--- src/rtl/mem_req_arbiter_if.sv ---
// mem_req_arbiter_if: SRAM-like req/addr_ok/data_ok bus between a requester (master) and a responder (slave)
interface mem_req_arbiter_if;
    logic        req;
    logic        wr;
    logic [3:0]  wstrb;
    logic [31:0] addr;
    logic [31:0] wdata;
    logic        addr_ok;
    logic        data_ok;
    logic [31:0] rdata;
    modport master (output req, wr, wstrb, addr, wdata, input addr_ok, data_ok, rdata);
    modport slave  (input req, wr, wstrb, addr, wdata, output addr_ok, data_ok, rdata);
endinterface

--- src/rtl/mem_req_arbiter.sv ---
// mem_req_arbiter: round-robin sticky arbiter of fetch/data requesters onto one bus, in-order response routing
module mem_req_arbiter #(
    parameter int MAX_OUT = 2
) (
    input  logic              clk,
    input  logic              resetn,
    mem_req_arbiter_if.slave  inst,
    mem_req_arbiter_if.slave  data,
    mem_req_arbiter_if.master bus,
    output logic              err_unexp_ok
);
    localparam int PW = $clog2(MAX_OUT);
    localparam int CW = PW + 1;
    localparam logic [CW-1:0] MAX_CNT = CW'(MAX_OUT);
    logic [CW-1:0]      cnt;
    logic [PW-1:0]      wr_ptr;
    logic [PW-1:0]      rd_ptr;
    logic [MAX_OUT-1:0] fifo;
    logic               lock_vld;
    logic               lock_id;
    logic               last_id;
    logic               lock_hold;
    logic               gnt_vld;
    logic               gnt_id;
    logic               push;
    logic               pop;
    logic               head;
    logic               unused_inst;
    assign unused_inst = ^{inst.wr, inst.wstrb, inst.wdata};
    // grant selection, bus request mux and same-cycle handshake/response routing
    always_comb begin
        lock_hold     = lock_vld & (lock_id ? data.req : inst.req);
        gnt_id        = lock_hold ? lock_id : (inst.req & data.req) ? ~last_id : data.req;
        gnt_vld       = resetn & (cnt < MAX_CNT) & (inst.req | data.req);
        push          = gnt_vld & bus.addr_ok;
        pop           = resetn & bus.data_ok & (cnt != '0);
        head          = fifo[rd_ptr];
        bus.req       = gnt_vld;
        bus.wr        = gnt_id ? data.wr : 1'b0;
        bus.wstrb     = gnt_id ? data.wstrb : 4'h0;
        bus.wdata     = gnt_id ? data.wdata : 32'h0;
        bus.addr      = gnt_id ? data.addr : inst.addr;
        inst.addr_ok  = push & ~gnt_id;
        data.addr_ok  = push & gnt_id;
        inst.data_ok  = pop & ~head;
        data.data_ok  = pop & head;
        inst.rdata    = bus.rdata;
        data.rdata    = bus.rdata;
    end
    // requester-ID FIFO, outstanding count and sticky unexpected-response flag
    always_ff @(posedge clk) begin
        if (!resetn) begin
            cnt          <= '0;
            wr_ptr       <= '0;
            rd_ptr       <= '0;
            fifo         <= '0;
            err_unexp_ok <= 1'b0;
        end else begin
            if (push) begin
                fifo[wr_ptr] <= gnt_id;
                wr_ptr       <= wr_ptr + 1'b1;
            end
            if (pop)
                rd_ptr <= rd_ptr + 1'b1;
            cnt <= cnt + CW'(push) - CW'(pop);
            if (bus.data_ok && cnt == '0)
                err_unexp_ok <= 1'b1;
        end
    end
    // grant lock held across address stalls, and round-robin history
    always_ff @(posedge clk) begin
        if (!resetn) begin
            lock_vld <= 1'b0;
            lock_id  <= 1'b0;
            last_id  <= 1'b0;
        end else if (push) begin
            lock_vld <= 1'b0;
            last_id  <= gnt_id;
        end else if (gnt_vld) begin
            lock_vld <= 1'b1;
            lock_id  <= gnt_id;
        end else if (lock_vld && !lock_hold) begin
            lock_vld <= 1'b0;
        end
    end
endmodule

--- src/flat_wrapper.sv ---
// flat-port wrapper written by rule: the top's interface ports become plain ports
module mem_req_arbiter_flat 
#(
    parameter int MAX_OUT = 2
)
  (clk, resetn, err_unexp_ok, inst_req, inst_wr, inst_wstrb, inst_addr, inst_wdata, inst_addr_ok, inst_data_ok, inst_rdata, data_req, data_wr, data_wstrb, data_addr, data_wdata, data_addr_ok, data_data_ok, data_rdata, bus_req, bus_wr, bus_wstrb, bus_addr, bus_wdata, bus_addr_ok, bus_data_ok, bus_rdata);
  mem_req_arbiter_if inst_i ();
  mem_req_arbiter_if data_i ();
  mem_req_arbiter_if bus_i ();
  input  logic clk;
  input  logic resetn;
  output logic err_unexp_ok;
  input wire logic [$bits(inst_i.req)-1:0] inst_req;
  input wire logic [$bits(inst_i.wr)-1:0] inst_wr;
  input wire logic [$bits(inst_i.wstrb)-1:0] inst_wstrb;
  input wire logic [$bits(inst_i.addr)-1:0] inst_addr;
  input wire logic [$bits(inst_i.wdata)-1:0] inst_wdata;
  output wire logic [$bits(inst_i.addr_ok)-1:0] inst_addr_ok;
  output wire logic [$bits(inst_i.data_ok)-1:0] inst_data_ok;
  output wire logic [$bits(inst_i.rdata)-1:0] inst_rdata;
  input wire logic [$bits(data_i.req)-1:0] data_req;
  input wire logic [$bits(data_i.wr)-1:0] data_wr;
  input wire logic [$bits(data_i.wstrb)-1:0] data_wstrb;
  input wire logic [$bits(data_i.addr)-1:0] data_addr;
  input wire logic [$bits(data_i.wdata)-1:0] data_wdata;
  output wire logic [$bits(data_i.addr_ok)-1:0] data_addr_ok;
  output wire logic [$bits(data_i.data_ok)-1:0] data_data_ok;
  output wire logic [$bits(data_i.rdata)-1:0] data_rdata;
  output wire logic [$bits(bus_i.req)-1:0] bus_req;
  output wire logic [$bits(bus_i.wr)-1:0] bus_wr;
  output wire logic [$bits(bus_i.wstrb)-1:0] bus_wstrb;
  output wire logic [$bits(bus_i.addr)-1:0] bus_addr;
  output wire logic [$bits(bus_i.wdata)-1:0] bus_wdata;
  input wire logic [$bits(bus_i.addr_ok)-1:0] bus_addr_ok;
  input wire logic [$bits(bus_i.data_ok)-1:0] bus_data_ok;
  input wire logic [$bits(bus_i.rdata)-1:0] bus_rdata;
  assign inst_i.req = inst_req;
  assign inst_i.wr = inst_wr;
  assign inst_i.wstrb = inst_wstrb;
  assign inst_i.addr = inst_addr;
  assign inst_i.wdata = inst_wdata;
  assign inst_addr_ok = inst_i.addr_ok;
  assign inst_data_ok = inst_i.data_ok;
  assign inst_rdata = inst_i.rdata;
  assign data_i.req = data_req;
  assign data_i.wr = data_wr;
  assign data_i.wstrb = data_wstrb;
  assign data_i.addr = data_addr;
  assign data_i.wdata = data_wdata;
  assign data_addr_ok = data_i.addr_ok;
  assign data_data_ok = data_i.data_ok;
  assign data_rdata = data_i.rdata;
  assign bus_req = bus_i.req;
  assign bus_wr = bus_i.wr;
  assign bus_wstrb = bus_i.wstrb;
  assign bus_addr = bus_i.addr;
  assign bus_wdata = bus_i.wdata;
  assign bus_i.addr_ok = bus_addr_ok;
  assign bus_i.data_ok = bus_data_ok;
  assign bus_i.rdata = bus_rdata;
  mem_req_arbiter #(.MAX_OUT(MAX_OUT)) u_core (.clk(clk), .resetn(resetn), .inst(inst_i), .data(data_i), .bus(bus_i), .err_unexp_ok(err_unexp_ok));
endmodule
--- config.mk ---
export PLATFORM = sky130hd
export DESIGN_NAME = mem_req_arbiter_flat
export DESIGN_NICKNAME = d
export VERILOG_FILES = /design/src/rtl/mem_req_arbiter_if.sv /design/src/rtl/mem_req_arbiter.sv /design/src/flat_wrapper.sv
export SDC_FILE = /design/constraint.sdc
export NUM_CORES = 1
export LEC_CHECK = 0
export ABC_AREA = 1
export BUFFER_PORTS_ARGS = -buffer_cell sky130_fd_sc_hd__buf_2
export CAP_MARGIN = 20
export CORE_AREA = 2 2 121 123
export CTS_BUF_LIST = sky130_fd_sc_hd__clkbuf_2
export CTS_CLUSTER_SIZE = 16
export DETAILED_ROUTE_END_ITERATION = 7
export DIE_AREA = 0 0 123 125
export PLACE_DENSITY = 0.52
export SLEW_MARGIN = 25
export SYNTH_ARGS = -nofsm -noshare
export SYNTH_HDL_FRONTEND = slang
export SYNTH_SLANG_ARGS = --single-unit
export TNS_END_PERCENT = 100
--- constraint.sdc ---
create_clock -name clk -period 2.21 [get_ports clk]
set_input_delay 0.3315 -clock clk [delete_from_list [all_inputs] [get_ports clk]]
set_output_delay 0.3315 -clock clk [all_outputs]
set_load 0.02 [all_outputs]
==> run_results.csv, run 1 <==
group,metric,value,unit
critical_path,required,1.88,ns
cells_and_area,multi_input_area,816,sq um
clock_network,numCtsBuffers,3,
logic_synthesis,synth_top_area_cell,"buf_4",
critical_path,reg2reg_from,"u_core.cnt[1]",
logic_synthesis,syn_inst,333,
logic_synthesis,synth_compound_area_frac,0.0362,
clock_network,clockBufferDepth,2,
run_status,outcome,"complete, no violations",
critical_path,critPathKind,"reg2out",
logic_synthesis,synth_warnings,0,
logic_synthesis,syn_nets,510,
logic_synthesis,synth_top_family_by_area,"buffers and inverters",
timing,period_share,0.903,
pwr,leakage,1.63,nW
timing,hold_viol_final,0,
floorplanning,core,14200,sq um
timing,fin_ws,0.214,ns
hold_path,hold_start,"bus_data_ok",
clock_network,clock_sinks,10,
critical_path,worstPathArrival,1.66,ns
floorplanning,start_util,0.127,
cells_and_area,area_growth,33.9,%
logic_synthesis,yosys-top-cells-area,"buf_4 (29%), nand2_1 (24%), dfxtp_1 (11%), inv_1 (11%), nor2_1 (11%)",
cells_and_area,fill_cells,1656,
floorplanning,dieHeight,125,microns
logic_synthesis,synthFlopType,"dfxtp_1",
detailed_routing,drt_iter0_drc,63,
logic_synthesis,synth-edff-count,0,
detailed_routing,first_pass_iters,4,
global_route,grt_max_degree,47,
placed_design,dp_slack,0.324,ns
timing,slew_headroom,0.820,
pwr,powerDensity,399,nW/um^2
logic_synthesis,yosys.area_share.adder,0.00695,
critical_path,path_max_fanout,24,
logic_synthesis,syn_area_per_cell,5.40,sq um
timing,worst_pin_slew,0.271,ns
floorplanning,ios,315,
global_route,grt_pass1_vias,1747,
detailed_routing,ant_nets,0,
detailed_routing,drt_wl_total,5.47,mm
timing,setup_viol,0,
logic_synthesis,ys_seq_area_frac,0.111,
global_route,grt_pass1_wl,8.14,mm
global_route,antenna_found_initial,0,
critical_path,r2r_slack,0.81,ns
critical_path,critical_path.startpoint_type,"flip-flop",
floorplanning,die_x,123,microns
cells_and_area,drive_gt1_frac,0.445,
logic_synthesis,synth.area.mux_share,0,
timing,fmax,0.501,GHz
logic_synthesis,synth.most_common_cell,"nand2_1",
critical_path,critPathLaunch,"u_core.lock_id",
cells_and_area,antenna_cells,0,
timing,setup_tns,0,ns
timing,period_needed,2.00,ns
pwr,vdd_drop_max,0.320,mV
floorplanning,rows,44,
logic_synthesis,ys_ff_latch,10,
logic_synthesis,synth_area,1800,sq um
logic_synthesis,synth_cell_type_count,19,
global_route,grt-ovfl-total,0,
detailed_routing,vias,2073,
cells_and_area,fin_nets,623,
detailed_routing,drc,0,
timing,clock_skew,0.00464,ns
clock_network,cts-htree-levels,1,
global_route,grt_usage,0.0642,
logic_synthesis,synth-async-reset-ratio,0,
clock_network,clk_latency,0.24,ns
clock_network,clk_pin_slew_worst_paths,0.11,ns
clock_network,tritoncts,"built",
placed_design,gp_congestion,0.685,
logic_synthesis,synth_top_area_frac,0.292,
logic_synthesis,synthXorXnorAreaFrac,0.00487,
placed_design,hpwl,4.54,mm
logic_synthesis,synth_common_cells,"nand2_1 (114), buf_4 (70), inv_1 (53), nor2_1 (51), dfxtp_1 (10)",
critical_path,cp-end-kind,"primary output",
placed_design,io_buffers,181,
detailed_routing,avgRoutedWirePerCell,8.70,microns
clock_network,cts-hold-fix-buffers,0,
timing,slew_violations,0,
cells_and_area,seq_area,200,sq um
detailed_routing,viasPerCell,3.30,
hold_path,min_path_type,"in2reg",
timing,rsz0062_at_grt,"no",
run,cap_violations,0,
clock_network,clockRootBuffer,"clkbuf_2",
logic_synthesis,synthSimpleGateAreaFrac,0.401,
floorplanning,dieArea,15400,sq um
==> metrics by stage <==
step           hold WS (ns)  utilization  instances  total power, mW  instance area [sq um]
6_report              0.343        0.170        629            0.960                   2410
5_1_grt               0.339        0.170        629             1.06                   2410
4_1_cts               0.333        0.169        629            0.975                   2400
3_5_place_dp          0.462        0.168        625            0.868                   2380
3_3_place_gp          0.453        0.168        625            0.867                   2380
2_1_floorplan         0.438            -        333            0.798                   1800
==> cells by family (layout without fill, tap and decap cells) <==
group,after synthesis,after routing
compound gates,11,11
xor+xnor,1,1
fa+ha+maj,1,1
buf+inv,131,243
flops,10,10
simple gates,179,179
==> per-layer routing <==
layer / up-vias / GRT usage / share of wire
li1: 1116 / - / -
met1: 792 / 0.0710 / 0.40
met2: 141 / 0.111 / 0.45
met3: 24 / 0.0224 / 0.13
met4: 0 / 0.0261 / 0.031
met5: - / 0 / 0
==> registers in the layout, summed over array words and instances (netlist names) <==
| register | cells |
|---|---|
| u_core.err_unexp_ok | 1 |
| u_core.last_id | 1 |
| u_core.rd_ptr | 1 |
| u_core.wr_ptr | 1 |
| u_core.cnt | 2 |
| u_core.fifo | 2 |
| u_core.lock_id | 1 |
| u_core.lock_vld | 1 |
==> where the power goes <==
part           internal [mW]  switching [mW]
clock network         0.0394          0.0626
logic                  0.240           0.411
registers              0.196          0.0107
==> final timing paths <==
check                        endpoint  cells past startpoint
setup reg to reg        u_core.cnt[1]                      8
setup / recovery         bus_addr[12]                      8
hold reg to reg   u_core.err_unexp_ok                      2
hold / removal    u_core.err_unexp_ok                      3
==> layout make-up <==
cell class | count | share of cell area
repair buffers | 183 | 0.388
well taps | 184 | 0.0956
flip-flops and latches | 10 | 0.0831
clock inverters | 1 | 0.00156
clock buffers | 3 | 0.00623
inverters | 56 | 0.0873
multi-input cells | 192 | 0.339
==> critical path: stages (launching register included) <==
cell and delay, ns:
dfxtp_1 0.42, nand2_1 0.09, nand3_2 0.11, nand2_2 0.07
nand2_4 0.08, buf_4 0.27, nand2_1 0.08, nand2_1 0.11
buf_2 0.18
==> placed cells by master (no fill, tap or decap), drive strengths merged <==
| cell | synthesis | routed |
|---|---|---|
| buf | 75 | 183 |
| nand2 | 118 | 118 |
| inv | 56 | 56 |
| nor2 | 52 | 52 |
| dfxtp | 10 | 10 |
| a21oi | 8 | 8 |
| nand3 | 7 | 7 |
| clkbuf | 0 | 3 |
| nand3b | 2 | 2 |
| o21ai | 2 | 2 |
| a21boi | 1 | 1 |
| xnor2 | 1 | 1 |
| ha | 1 | 1 |
| clkinv | 0 | 1 |
==> repair_timing <==
item / 4_1_cts / 5_1_grt
resized for setup: 0 / 1
endpoints found under the setup margin: 0 / 1
setup buffers: 0 / 0
Power figures use the tool's default switching activity.
==> run 2: changes to the inputs <==
--- a/config.mk
+++ b/config.mk
@@ -14,6 +14,7 @@
 export DETAILED_ROUTE_END_ITERATION = 7
 export DIE_AREA = 0 0 123 125
 export PLACE_DENSITY = 0.52
+export SETUP_SLACK_MARGIN = 0.3
 export SLEW_MARGIN = 25
 export SYNTH_ARGS = -nofsm -noshare
 export SYNTH_HDL_FRONTEND = slang
==> run 2 against run 1 <==
Against the previous run: via count grew 6.0%; clock skew is 0.00085 ns higher; die area stayed put; critical path type unchanged; largest power group unchanged.
==> run_results.csv, run 2 (synthesis results as in run 1) <==
group,metric,value,unit
placed_design,dpl_cell_area,2380,sq um
timing,fin_hold_ws,0.341,ns
run_status,outcome,"complete, no violations",
clock_network,cts-htree-levels,1,
critical_path,path_max_fanout,12,
detailed_routing,ant_nets,0,
clock_network,numCtsBuffers,3,
global_route,grt_pass1_vias,1742,
clock_network,clockRootBuffer,"clkbuf_2",
detailed_routing,top_layer,"met4",
placed_design,gp_congestion,0.685,
detailed_routing,drc,0,
pwr,leakage,1.76,nW
cells_and_area,final_common_cell,"buf_2",
cells_and_area,fin_cells,637,
global_route,grt_max_degree,47,
clock_network,tritoncts,"built",
cells_and_area,post-route-cell-area,2760,sq um
detailed_routing,drt_iter0_drc,81,
detailed_routing,vias,2197,
critical_path,cp-end-kind,"primary output",
global_route,grt_usage,0.0645,
hold_path,min_path_type,"in2reg",
floorplanning,start_util,0.127,
critical_path,critPathKind,"reg2out",
pwr,vdd_drop_max,0.317,mV
cells_and_area,layout_common_cells,"buf_2 (140), nand2_1 (109), inv_1 (53)",
detailed_routing,wl_met1,2.91,mm
cells_and_area,fill_cells,1626,
clock_network,clk_pin_slew_worst_paths,0.11,ns
global_route,grt-ovfl-total,0,
floorplanning,dieArea,15400,sq um
detailed_routing,first_pass_iters,4,
cells_and_area,drive_gt1_frac,0.475,
floorplanning,ios,315,
clock_network,clk_latency,0.25,ns
detailed_routing,viasPerCell,3.45,
cells_and_area,utilization,0.195,
critical_path,worstPathArrival,1.61,ns
timing,fmax,0.515,GHz
timing,period_needed,1.94,ns
timing,worst_pin_slew,0.240,ns
cells_and_area,antenna_cells,0,
clock_network,clock_sinks,10,
timing,hold_viol_final,0,
global_route,antenna_found_initial,0,
timing,slew_violations,0,
critical_path,critical_path.startpoint_type,"flip-flop",
clock_network,clockBufferDepth,2,
cells_and_area,fin_nets,631,
detailed_routing,avgRoutedWirePerCell,11.5,microns
timing,setup_viol,0,
detailed_routing,wl_met2,3.55,mm
timing,period_share,0.879,
timing,rsz0062_at_grt,"yes",
placed_design,placedCellCount,625,
floorplanning,dieHeight,125,microns
timing,clock_skew,0.00549,ns
global_route,grt_pass1_wl,8.17,mm
floorplanning,rows,44,
detailed_routing,route.met3.wl,690,microns
floorplanning,core,14200,sq um
timing,setup_tns,0,ns
detailed_routing,drt_wl_total,7.32,mm
pwr,powerDensity,406,nW/um^2
run,cap_violations,0,
placed_design,io_buffers,181,
cells_and_area,area_growth,53.5,%
cells_and_area,reg.largest.list,"u_core.cnt x2, u_core.fifo x2",
placed_design,hpwl,4.54,mm
floorplanning,die_x,123,microns
timing,slew_headroom,0.840,
critical_path,required,1.88,ns
[run 2: stage by stage]
stage / power [mW] / worst slack (ns)
6_report: 1.12 / 0.267
5_1_grt: 1.23 / 0.168
4_1_cts: 0.980 / 0.248
3_5_place_dp: 0.868 / 0.324
3_3_place_gp: 0.867 / 0.339
2_1_floorplan: 0.798 / 0.718
[run 2: cell type report]
cell class	instances	area, sq um	share of cell area
clock buffers	3	15.0	0.00543
repair buffers	189	1170	0.424
well taps	184	230	0.0833
clock inverters	1	3.75	0.00136
multi-input cells	194	927	0.336
inverters	56	210	0.0761
flip-flops and latches	10	205	0.0743
[run 2: path summary, 6_finish.rpt]
check,from,to,slack [ns],cells past startpoint
max,u_core.lock_id,bus_addr[21],0.27,7
min reg2reg,u_core.err_unexp_ok,u_core.err_unexp_ok,0.49,2
min,bus_data_ok,u_core.err_unexp_ok,0.34,3
max reg2reg,u_core.cnt[1],u_core.cnt[1],0.81,8
[run 2: report_power, final]
part | internal [mW] | switching, mW | leakage (nW)
clock network | 0.0394 | 0.0634 | 0.0140
logic | 0.337 | 0.475 | 1.66
registers | 0.196 | 0.0127 | 0.0831
[run 2: metal layers]
layer | track usage | up-vias
li1 | - | 1138
met2 | 0.112 | 137
met5 | 0 | -
met3 | 0.0224 | 26
met4 | 0.0261 | 0
met1 | 0.0710 | 896
[run 2: worst max-delay path: stages, from the launching register on]
cell,delay [ns]
dfxtp_4,0.39
a21boi_4,0.22
nand3_4,0.12
nand2_8,0.16
buf_12,0.16
nand2_1,0.09
nand2_1,0.07
buf_2,0.15
[run 2: what timing repair did]
action / in CTS / in global routing
buffers inserted: 0 / 1
cloned: 0 / 7
endpoints found under the setup margin: 36 / 60
resized for setup: 3 / 63
hold buffers: 0 / 0
pin swaps: 1 / 3
